File: src/rtl/sram22_pkg.sv
// sram22 macro configuration shared by the request controller.
// Defaults for the 256x32 macro with byte-lane write mask.
package sram22_pkg;

   localparam int SRAM_DATA_WIDTH = 32;
   localparam int SRAM_ADDR_WIDTH = 8;
   localparam int SRAM_RSP_DEPTH  = 2;

   // One write-mask bit per byte lane.
   function automatic int wmask_width(input int dw);
      return dw / 8;
   endfunction

   localparam int SRAM_WMASK_WIDTH = wmask_width(SRAM_DATA_WIDTH);

endpackage

File: src/rtl/sram22_rsp_fifo.sv
// Response FIFO: holds read data returned by the macro until taken.
// First-word output, push/pop/count, synchronous reset.
module sram22_rsp_fifo #(
   parameter int DW    = 32,
   parameter int DEPTH = 2
)(
   input  logic                       clk,
   input  logic                       rst,
   input  logic                       push_i,
   input  logic [DW-1:0]              din_i,
   input  logic                       pop_i,
   output logic [DW-1:0]              dout_o,
   output logic                       valid_o,
   output logic [$clog2(DEPTH+1)-1:0] count_o
);

   localparam int CW = $clog2(DEPTH + 1);
   localparam int PW = (DEPTH > 1) ? $clog2(DEPTH) : 1;

   logic [DW-1:0] mem_q [DEPTH];
   logic [PW-1:0] wr_ptr_q, wr_ptr_d;
   logic [PW-1:0] rd_ptr_q, rd_ptr_d;
   logic [CW-1:0] count_q, count_d;
   logic          do_pop;

   function automatic logic [PW-1:0] ptr_inc(input logic [PW-1:0] p);
      return (p == PW'(DEPTH - 1)) ? '0 : p + PW'(1);
   endfunction

   assign do_pop  = pop_i & (count_q != '0);
   assign dout_o  = mem_q[rd_ptr_q];
   assign valid_o = (count_q != '0);
   assign count_o = count_q;

   // Next pointers and occupancy; push and pop together keep count.
   always_comb begin
      wr_ptr_d = wr_ptr_q;
      rd_ptr_d = rd_ptr_q;
      count_d  = count_q;
      if (push_i) wr_ptr_d = ptr_inc(wr_ptr_q);
      if (do_pop) rd_ptr_d = ptr_inc(rd_ptr_q);
      case ({push_i, do_pop})
         2'b10:   count_d = count_q + CW'(1);
         2'b01:   count_d = count_q - CW'(1);
         default: count_d = count_q;
      endcase
   end

   // Pointer and count registers.
   always_ff @(posedge clk) begin
      if (rst) begin
         wr_ptr_q <= '0;
         rd_ptr_q <= '0;
         count_q  <= '0;
      end else begin
         wr_ptr_q <= wr_ptr_d;
         rd_ptr_q <= rd_ptr_d;
         count_q  <= count_d;
      end
   end

   // Data storage; a push during reset is dropped.
   always_ff @(posedge clk) begin
      if (!rst && push_i) mem_q[wr_ptr_q] <= din_i;
   end

endmodule

File: src/rtl/sram22_req_ctrl.sv
// Request controller for one sram22 single-port macro.
// Credit-gated acceptance so returned read data always has a slot.
module sram22_req_ctrl
   import sram22_pkg::*;
#(
   parameter int DATA_WIDTH  = SRAM_DATA_WIDTH,
   parameter int ADDR_WIDTH  = SRAM_ADDR_WIDTH,
   parameter int WMASK_WIDTH = wmask_width(DATA_WIDTH),
   parameter int RSP_DEPTH   = SRAM_RSP_DEPTH
)(
   input  logic                   clk,
   input  logic                   rst,
   input  logic                   req_valid,
   output logic                   req_ready,
   input  logic                   req_we,
   input  logic [WMASK_WIDTH-1:0] req_wmask,
   input  logic [ADDR_WIDTH-1:0]  req_addr,
   input  logic [DATA_WIDTH-1:0]  req_wdata,
   output logic                   rsp_valid,
   input  logic                   rsp_ready,
   output logic [DATA_WIDTH-1:0]  rsp_rdata,
   output logic                   sram_we,
   output logic [WMASK_WIDTH-1:0] sram_wmask,
   output logic [ADDR_WIDTH-1:0]  sram_addr,
   output logic [DATA_WIDTH-1:0]  sram_din,
   input  logic [DATA_WIDTH-1:0]  sram_dout
);

   localparam int CW = $clog2(RSP_DEPTH + 1);
   localparam logic [CW:0] DEPTH_C = (CW + 1)'(RSP_DEPTH);

   logic          fire;
   logic          pop;
   logic          rd_pending_q, rd_pending_d;
   logic [CW-1:0] count;
   logic [CW:0]   occ;

   // Slots committed after this cycle: stored + in flight - leaving.
   always_comb begin
      occ = {1'b0, count}
          + {{CW{1'b0}}, rd_pending_q}
          - {{CW{1'b0}}, pop};
      req_ready    = !rst && (occ < DEPTH_C);
      fire         = req_valid & req_ready;
      pop          = rsp_valid & rsp_ready;
      rd_pending_d = fire & ~req_we;
   end

   // Macro is driven straight from the request; idle reads are harmless.
   assign sram_we    = fire & req_we;
   assign sram_wmask = req_wmask;
   assign sram_addr  = req_addr;
   assign sram_din   = req_wdata;

   // Marks the cycle in which the macro presents read data.
   always_ff @(posedge clk) begin
      if (rst) rd_pending_q <= 1'b0;
      else     rd_pending_q <= rd_pending_d;
   end

   sram22_rsp_fifo #(
      .DW    (DATA_WIDTH),
      .DEPTH (RSP_DEPTH)
   ) u_fifo (
      .clk     (clk),
      .rst     (rst),
      .push_i  (rd_pending_q),
      .din_i   (sram_dout),
      .pop_i   (pop),
      .dout_o  (rsp_rdata),
      .valid_o (rsp_valid),
      .count_o (count)
   );

endmodule

File: config.mk
export PLATFORM = sky130hd
export DESIGN_NAME = sram22_req_ctrl
export DESIGN_NICKNAME = d
export VERILOG_FILES = /design/src/rtl/sram22_pkg.sv /design/src/rtl/sram22_rsp_fifo.sv /design/src/rtl/sram22_req_ctrl.sv
export SDC_FILE = /design/constraint.sdc
export NUM_CORES = 1
export LEC_CHECK = 0
export CAP_MARGIN = 20
export CORE_MARGIN = 2
export CORE_UTILIZATION = 35
export CTS_CLUSTER_SIZE = 25
export DETAILED_ROUTE_END_ITERATION = 6
export MAX_ROUTING_LAYER = met4
export PLACE_DENSITY_LB_ADDON = 0.15
export SETUP_SLACK_MARGIN = 0.4
export SYNTH_ARGS = -nofsm -noshare
export SYNTH_HDL_FRONTEND = slang
export SYNTH_HIERARCHICAL = 1
export SYNTH_SLANG_ARGS = --single-unit
File: constraint.sdc
create_clock -name clk -period 3.15 [get_ports clk]
set_input_delay 0.4725 -clock clk [delete_from_list [all_inputs] [get_ports clk]]
set_output_delay 0.4725 -clock clk [all_outputs]
set_load 0.1 [all_outputs]
==> results of run 1 <==
power by group:
part | switching (uW) | total [uW] | internal (uW)
sequential | 5.56 | 1030 | 1030
combinational | 164 | 289 | 125
clock | 314 | 836 | 521
synthesized netlist by cell type:
cell	n	area share, %
o21ai_0	1	0.17
a21oi_1	1	0.17
nand2b_1	1	0.21
o21a_1	1	0.25
xor2_1	2	0.59
buf_4	47	12
nor3_1	1	0.17
or3_1	1	0.21
dfxtp_1	6	4.1
mux2_1	2	0.76
nand4b_1	1	0.30
xnor2_1	3	0.89
nor3b_1	1	0.25
and2_1	1	0.21
nor3b_2	1	0.42
ha_1	2	0.84
mux2_2	30	11
inv_1	2	0.25
nand4bb_1	1	0.38
fa_1	1	0.68
edfxtp_1	64	65
nor2_1	6	0.76
or2_2	1	0.21
clkbuf_1	1	0.13
path summary, 6_finish.rpt:
check / start / slack, ns / endpoint / depth (start not counted)
max: u_fifo/count_o[0]$_SDFFE_PP0P_ / 0.27 / sram_we / 8
min: u_fifo/rd_ptr_q$_SDFFE_PP0P_ / 0.53 / u_fifo/rd_ptr_q$_SDFFE_PP0P_ / 2
max reg2reg: u_fifo/count_o[0]$_SDFFE_PP0P_ / 1.27 / rd_pending_q$_SDFF_PP0_ / 7
min reg2reg: u_fifo/rd_ptr_q$_SDFFE_PP0P_ / 0.53 / u_fifo/rd_ptr_q$_SDFFE_PP0P_ / 2
flip-flops by register name (all words and copies together) (netlist names), named ones only:
name,count
u_fifo/wr_ptr_q,1
u_fifo/count_o,2
u_fifo/mem_q,64
rd_pending_q,1
u_fifo/rd_ptr_q,1
critical path, stage by stage, from the launching register on:
cell and delay, ns:
dfxtp_4 0.34, or2_4 0.24, and2_4 0.15, ha_4 0.20, nand2b_4 0.13, fa_2 0.55
nand4b_1 0.11, nor2_2 0.15, buf_12 0.19
placed cells by master, fill, tap and decap left out, types with 2 or more instances in the layout:
cell             count
edfxtp_1            64
clkdlybuf4s50_1     36
buf_12              34
mux2_2              30
buf_4               10
clkbuf_8             9
nor2_1               5
dfxtp_1              4
bufinv_16            3
xnor2_1              3
inv_1                2
nor3b_4              2
clkinv_2             2
mux2_1               2
dfxtp_4              2
cell families (layout without fill, tap and decap cells):
logic type      count (synthesis)  count (layout)  share of synthesized area, %
simple gates                   15              15                         3.123
compound gates                  3               3                        0.5905
fa+ha+maj                       3               3                         1.519
mux                            32              32                         12.15
flops                          70              70                         68.86
xor+xnor                        5               5                         1.477
buf+inv                        50              98                         12.28
routing by layer:
metal,track usage [%],vias up,share of wire (%)
met5,-,-,0
met4,13.69,0,9.9
met3,4.855,73,9.5
met2,19.97,61,48
met1,11.51,713,32
li1,-,689,-
through the flow:
step                total power, uW  hold WS, ns  utilization (%)  worst slack [ns]
floorplan                      1475       0.4809                -          -0.02961
finish                         2159       0.5261            50.85            0.2746
CTS                            2191       0.5379            50.75            0.2216
global placement               1336       0.5011            47.66            0.2741
detailed placement             1342       0.5048            47.66            0.2433
global route                   2241       0.5544            50.85            0.1830
area by class of cell:
class                   instances  area, um2  share of cell area, %
clock buffers                   9      123.9                  2.965
clock inverters                 7      112.6                  2.695
inverters                       2      7.507                 0.1797
multi-input cells              58      636.9                  15.24
flip-flops and latches         70       2049                  49.06
well taps                     105      131.4                  3.145
repair buffers                 80       1116                  26.71
repair_timing:
action / 4_1_cts / 5_1_grt
resized for setup: 1 / 0
buffers inserted: 2 / 1
setup endpoints to repair: 2 / 2
pin swaps: 4 / 1
endpoints found under the hold margin: 0 / 0
==> flow_metrics.py, run 1 <==
metrics = {
    "floorplan": {
        "placeableCoreArea_mm2": 0.008217,
        "die_width_um": 96.05,
        "rows": 33,
        "start_util_pct": 36.09,
        "io_pins": 160,
        "dieArea_mm2": 0.009225,
        "die_h_um": 96.05,
    },
    "sta": {
        "relSlewSlack_pct": 65.68,
        "setup_tns_ns": 0,
        "timing.final.crit_share_pct": 91.28,
        "finalMaxSlewViolations": 0,
        "hold_violations": 0,
        "max_freq_ghz": 0.3478,
        "rsz0062_at_grt": "yes",
        "clock_skew_ns": 0.004530,
        "post-route-min-period_ns": 2.875,
        "worst_slew_pin_slew_ns": 0.5133,
        "finalSetupViolCount": 0,
    },
    "final_layout": {
        "final_area_mm2": 0.004178,
        "areaGrowthSynthToFinish_pct": 40.89,
        "nFillCells": 682,
        "nets": 305,
        "layout-drive-gt1-share_pct": 44.69,
        "fin_cells": 331,
        "n_antenna_cell": 0,
    },
    "cts": {
        "numCtsBuffers": 9,
        "clk_path_buf_depth": 2,
        "cts_root_buffer": "clkbuf_8",
        "cts_sinks": 70,
        "cts_tree": "yes",
        "cts-htree-levels": 3,
        "cts_hold_buf": 0,
        "clk_latency_ns": 0.33,
        "clkTransAtPathRegs_ns": 0.07,
    },
    "place": {
        "place_congestion": 0.7799,
        "dp_hpwl_um": 4047,
        "placed_cells": 312,
        "port_buffers": 71,
        "place_area_mm2": 0.003916,
    },
    "run_status": {
        "outcome": "complete, no violations",
    },
    "synth": {
        "synthCells": 178,
        "synth_area_mm2": 0.002965,
        "ys_warn_count": 6,
        "syn_area_per_cell_um2": 16.66,
        "ys_seq_area_share_pct": 68.86,
        "ys_ff_latch": 70,
        "ys_types": 24,
        "synth_fp_nets": 262,
    },
    "power": {
        "power.density_mw_per_mm2": 516.8,
        "ir_drop_mv": 0.2580,
        "cellLeakagePower_uw": 0.001475,
    },
    "detailed_routing": {
        "route.vias.total": 1536,
        "dr.pass1.iters": 4,
        "drtAntennaViolNets": 0,
        "drt_first_iter_violations": 31,
        "vias_per_cell": 4.640,
        "drt-total-wl_um": 5494,
        "post-route-drc-count": 0,
        "drt-wirelength-per-cell_um": 16.60,
    },
    "global_route": {
        "grt_pass1_wl_um": 8148,
        "gr-total-overflow": 0,
        "grt_use_total_pct": 12.88,
        "grt_max_degree": 18,
        "grt_pass1_vias": 1657,
        "antenna_found_initial": 0,
    },
    "worst_setup_path": {
        "crit_fanout": 3,
        "worst_setup_path_end_kind": "primary output",
        "cp_data_arrival_time_ns": 2.40,
        "path_class": "reg -> out",
        "required_ns": 2.68,
        "startpoint_type": "register",
    },
    "flow_run": {
        "cap_violations": 0,
    },
    "worst_hold_path": {
        "hp-class": "reg -> reg",
    },
}
Note: power is estimated with default switching activity, not from simulation.
==> run 2: changes to the inputs <==
Settings changed: ABC_CLOCK_PERIOD_IN_PS from default to 3150.
==> results of run 2 <==
The final DEF is identical to that of run 1; final timing and power are the same.
==> run 3: changes to the inputs <==
Settings changed: ABC_AREA from default to 1, CORE_UTILIZATION 35 to 36, RECOVER_POWER from default to 50.
==> run 3 against run 2 <==
  * Critical path depth increased by 5
  * Final area decreased by 5.8%
  * First-iteration DRC count increased by 9.7%
  * Sequential cell count unchanged
  * Clock-buffer cell count unchanged
  * Non-clock buffer count increased by 1
  * Area after synthesis increased by 6.6%
  * Core utilization decreased by 5.3 points
  * Combinational power decreased by 22%
  * Clock power increased by 1%
  * Via count increased by 0.85%
==> flow_metrics.py, run 3 <==
metrics = {
    "detailed_routing": {
        "drt-total-wl_um": 4910,
        "vias_per_cell": 4.339,
        "route.vias.total": 1549,
        "post-route-drc-count": 0,
        "drt-wirelength-per-cell_um": 13.75,
        "dr.pass1.iters": 4,
        "drt_first_iter_violations": 34,
        "drtAntennaViolNets": 0,
    },
    "synth": {
        "synth-simple-area-share_pct": 3.761,
        "ys_seq_area_share_pct": 64.61,
        "synth_top_family_by_area": "multiplexers",
        "syn_area_per_cell_um2": 15.80,
        "ys_async_sr_fraction_pct": 0,
        "synth_top_area_cell": "edfxtp_1",
        "yosys-top-cells-count": "edfxtp_1 (64), buf_4 (44), mux2_4 (30)",
        "synth-main-ff-cell": "edfxtp_1",
        "synth-xor-area-share_pct": 0,
        "synth_fp_nets": 284,
        "synthAdderAreaFrac_pct": 1.425,
        "ys_warn_count": 6,
        "synthCells": 200,
        "synth_compound_area_share_pct": 0.6334,
        "synth_top_area_share_pct": 60.81,
        "ys_types": 18,
        "yosysMostFrequentCell": "edfxtp_1",
        "synth-edff-count": 64,
        "synth_area_mm2": 0.003161,
        "synth_area_leaders": "edfxtp_1 (61%), mux2_4 (14%), buf_4 (10%)",
        "ys_ff_latch": 70,
        "synthMuxAreaShare_pct": 14.96,
    },
    "global_route": {
        "grt_use_total_pct": 11.18,
        "grt_pass1_wl_um": 7817,
        "grt_max_degree": 23,
        "antenna_found_initial": 0,
        "grt_pass1_vias": 1570,
        "gr-total-overflow": 0,
    },
    "worst_setup_path": {
        "worst_setup_path_end_kind": "primary output",
        "worstReg2RegStart": "u_fifo/count_o[1]$_SDFFE_PP0P_",
        "crit_fanout": 2,
        "required_ns": 2.68,
        "rrSetupSlack_ns": 1.39,
        "critPathTopFamily": "adder cells",
        "path_buf_inv": 5,
        "r2r_end": "rd_pending_q$_SDFF_PP0_",
        "slowest_delay_ns": 0.49,
        "crit_top_cell": "inv_2",
        "r2r_cells": 12,
        "path_cells": "inv_2 > nand2_4 > nand2_2 > inv_2 > ha_4 > inv_2 > nand2_2 > fa_1 > inv_2 > nor2_4 > nand4_1 > nor2_4 > buf_12",
        "path_class": "reg -> out",
        "cp_data_arrival_time_ns": 2.24,
        "startpoint_type": "register",
        "crit_slowest_cell": "fa_1",
        "crit_path_start": "u_fifo/count_o[1]$_SDFFE_PP0P_",
    },
    "worst_hold_path": {
        "hold_depth": 2,
        "hp-class": "reg -> reg",
        "min_to": "u_fifo/wr_ptr_q$_SDFFE_PP0P_",
        "hold_start": "u_fifo/wr_ptr_q$_SDFFE_PP0P_",
    },
    "sta": {
        "max_freq_ghz": 0.3683,
        "finalSetupViolCount": 0,
        "hold_violations": 0,
        "worst_slew_pin_slew_ns": 0.5123,
        "post-route-min-period_ns": 2.715,
        "timing.final.crit_share_pct": 86.19,
        "timing.final.ws_setup_ns": 0.4349,
        "setup_tns_ns": 0,
        "clock_skew_ns": 0.004678,
        "relSlewSlack_pct": 65.85,
        "rsz0062_at_grt": "yes",
        "finalMaxSlewViolations": 0,
    },
    "cts": {
        "clkTransAtPathRegs_ns": 0.07,
        "cts_root_buffer": "clkbuf_8",
        "clk_latency_ns": 0.33,
        "cts-htree-levels": 3,
        "numCtsBuffers": 9,
        "cts_tree": "yes",
        "cts_hold_buf": 0,
        "clk_path_buf_depth": 2,
        "cts_sinks": 70,
    },
    "final_layout": {
        "mostFrequentLayoutCell": "edfxtp_1",
        "largest_reg_flops": 64,
        "areaGrowthSynthToFinish_pct": 24.47,
        "top_register": "u_fifo/mem_q",
        "layout_common_cells": "edfxtp_1 (64), buf_4 (41), dlygate4sd3_1 (32)",
        "layout-drive-gt1-share_pct": 43.78,
        "nets": 328,
        "n_antenna_cell": 0,
    },
    "floorplan": {
        "rows": 34,
        "dieArea_mm2": 0.009544,
        "die_width_um": 97.70,
        "io_pins": 160,
        "start_util_pct": 36.60,
        "placeableCoreArea_mm2": 0.008636,
        "die_h_um": 97.70,
    },
    "flow_run": {
        "cap_violations": 0,
    },
    "power": {
        "cellLeakagePower_uw": 0.001485,
        "ir_drop_mv": 0.2719,
        "power.density_mw_per_mm2": 534.5,
    },
    "place": {
        "port_buffers": 71,
        "dp_hpwl_um": 3301,
        "dp_slack_ns": 0.2224,
        "place_congestion": 0.6985,
    },
    "run_status": {
        "outcome": "complete, no violations",
    },
}
-- run 3: cell types whose count changed after synthesis, moves of 3 or more --
cell,previous run,this run
nor2_1,6,10
xnor2_1,3,0
nand2_1,0,12
buf_12,0,3
inv_1,2,16
mux2_4,0,30
buf_4,47,44
mux2_2,30,2
-- run 3: logic make-up (layout without fill, tap and decap cells) --
logic type | count (synthesis) | after routing
muxes | 32 | 32
AOI/OAI and AO/OA | 4 | 4
DFF | 70 | 70
buffers and inverters | 64 | 113
and+or+nand+nor | 27 | 27
adders and majority gates | 3 | 3
-- run 3: layout make-up --
type	count	area, um2
well taps	108	135.1
clock buffers	9	123.9
flip-flops and latches	70	2048
inverters	16	60.06
multi-input cells	66	708.2
fillers	783	4702
clock inverters	7	111.4
repair buffers	81	747.0
-- run 3: worst reg2reg max path, stage by stage (launching register included) --
cell     delay, ns
dfxtp_4       0.35
inv_2         0.06
nand2_4       0.05
nand2_2       0.05
inv_2         0.04
ha_4          0.20
inv_2         0.05
nand2_2       0.04
fa_1          0.49
inv_2         0.04
nor2_4        0.07
nand4_1       0.16
nor2_1        0.11
-- run 3: per-layer routing --
| layer | track usage, % | vias up | wire length (um) |
|---|---|---|---|
| met5 | - | - | 0 |
| met2 | 16.66 | 68 | 2419 |
| met1 | 13.04 | 726 | 2060 |
| li1 | - | 741 | - |
| met4 | 6.197 | 0 | 71 |
| met3 | 4.245 | 14 | 359 |
-- run 3: worst max path at each step --
stage                     slack [ns]      end  cells past startpoint
final                           0.43  sram_we                     13
after global routing            0.30  sram_we                     13
after CTS                       0.24  sram_we                     13
after detailed placement        0.22  sram_we                     12
after global placement          0.23  sram_we                     12
after floorplan                 0.22  sram_we                     12
-- run 3: repair_timing --
| action | CTS | global route |
|---|---|---|
| pin swaps | 6 | 4 |
| setup endpoints to repair | 2 | 2 |
| gates resized for setup | 7 | 6 |
| setup buffers | 5 | 1 |
-- run 3: report_power, final --
group	switching [uW]	leakage (uW)	internal [uW]
registers	4.88	0.000628	1030
logic	143	0.000739	83.5
clock network	323	0.000119	522
total	471	0.00149	1630
-- run 3: stage by stage --
| step | std cells | area (um2) | total power [uW] | hold slack, ns | utilization (%) |
|---|---|---|---|---|---|
| after floorplan | 200 | 3181 | 1457 | 0.4376 | - |
| after global placement | 335 | 3632 | 1277 | 0.4549 | 42.06 |
| after detailed placement | 335 | 3632 | 1279 | 0.4685 | 42.06 |
| after CTS | 356 | 3909 | 2139 | 0.4785 | 45.26 |
| after global routing | 357 | 3934 | 2183 | 0.4915 | 45.55 |
| final | 357 | 3934 | 2103 | 0.4702 | 45.55 |
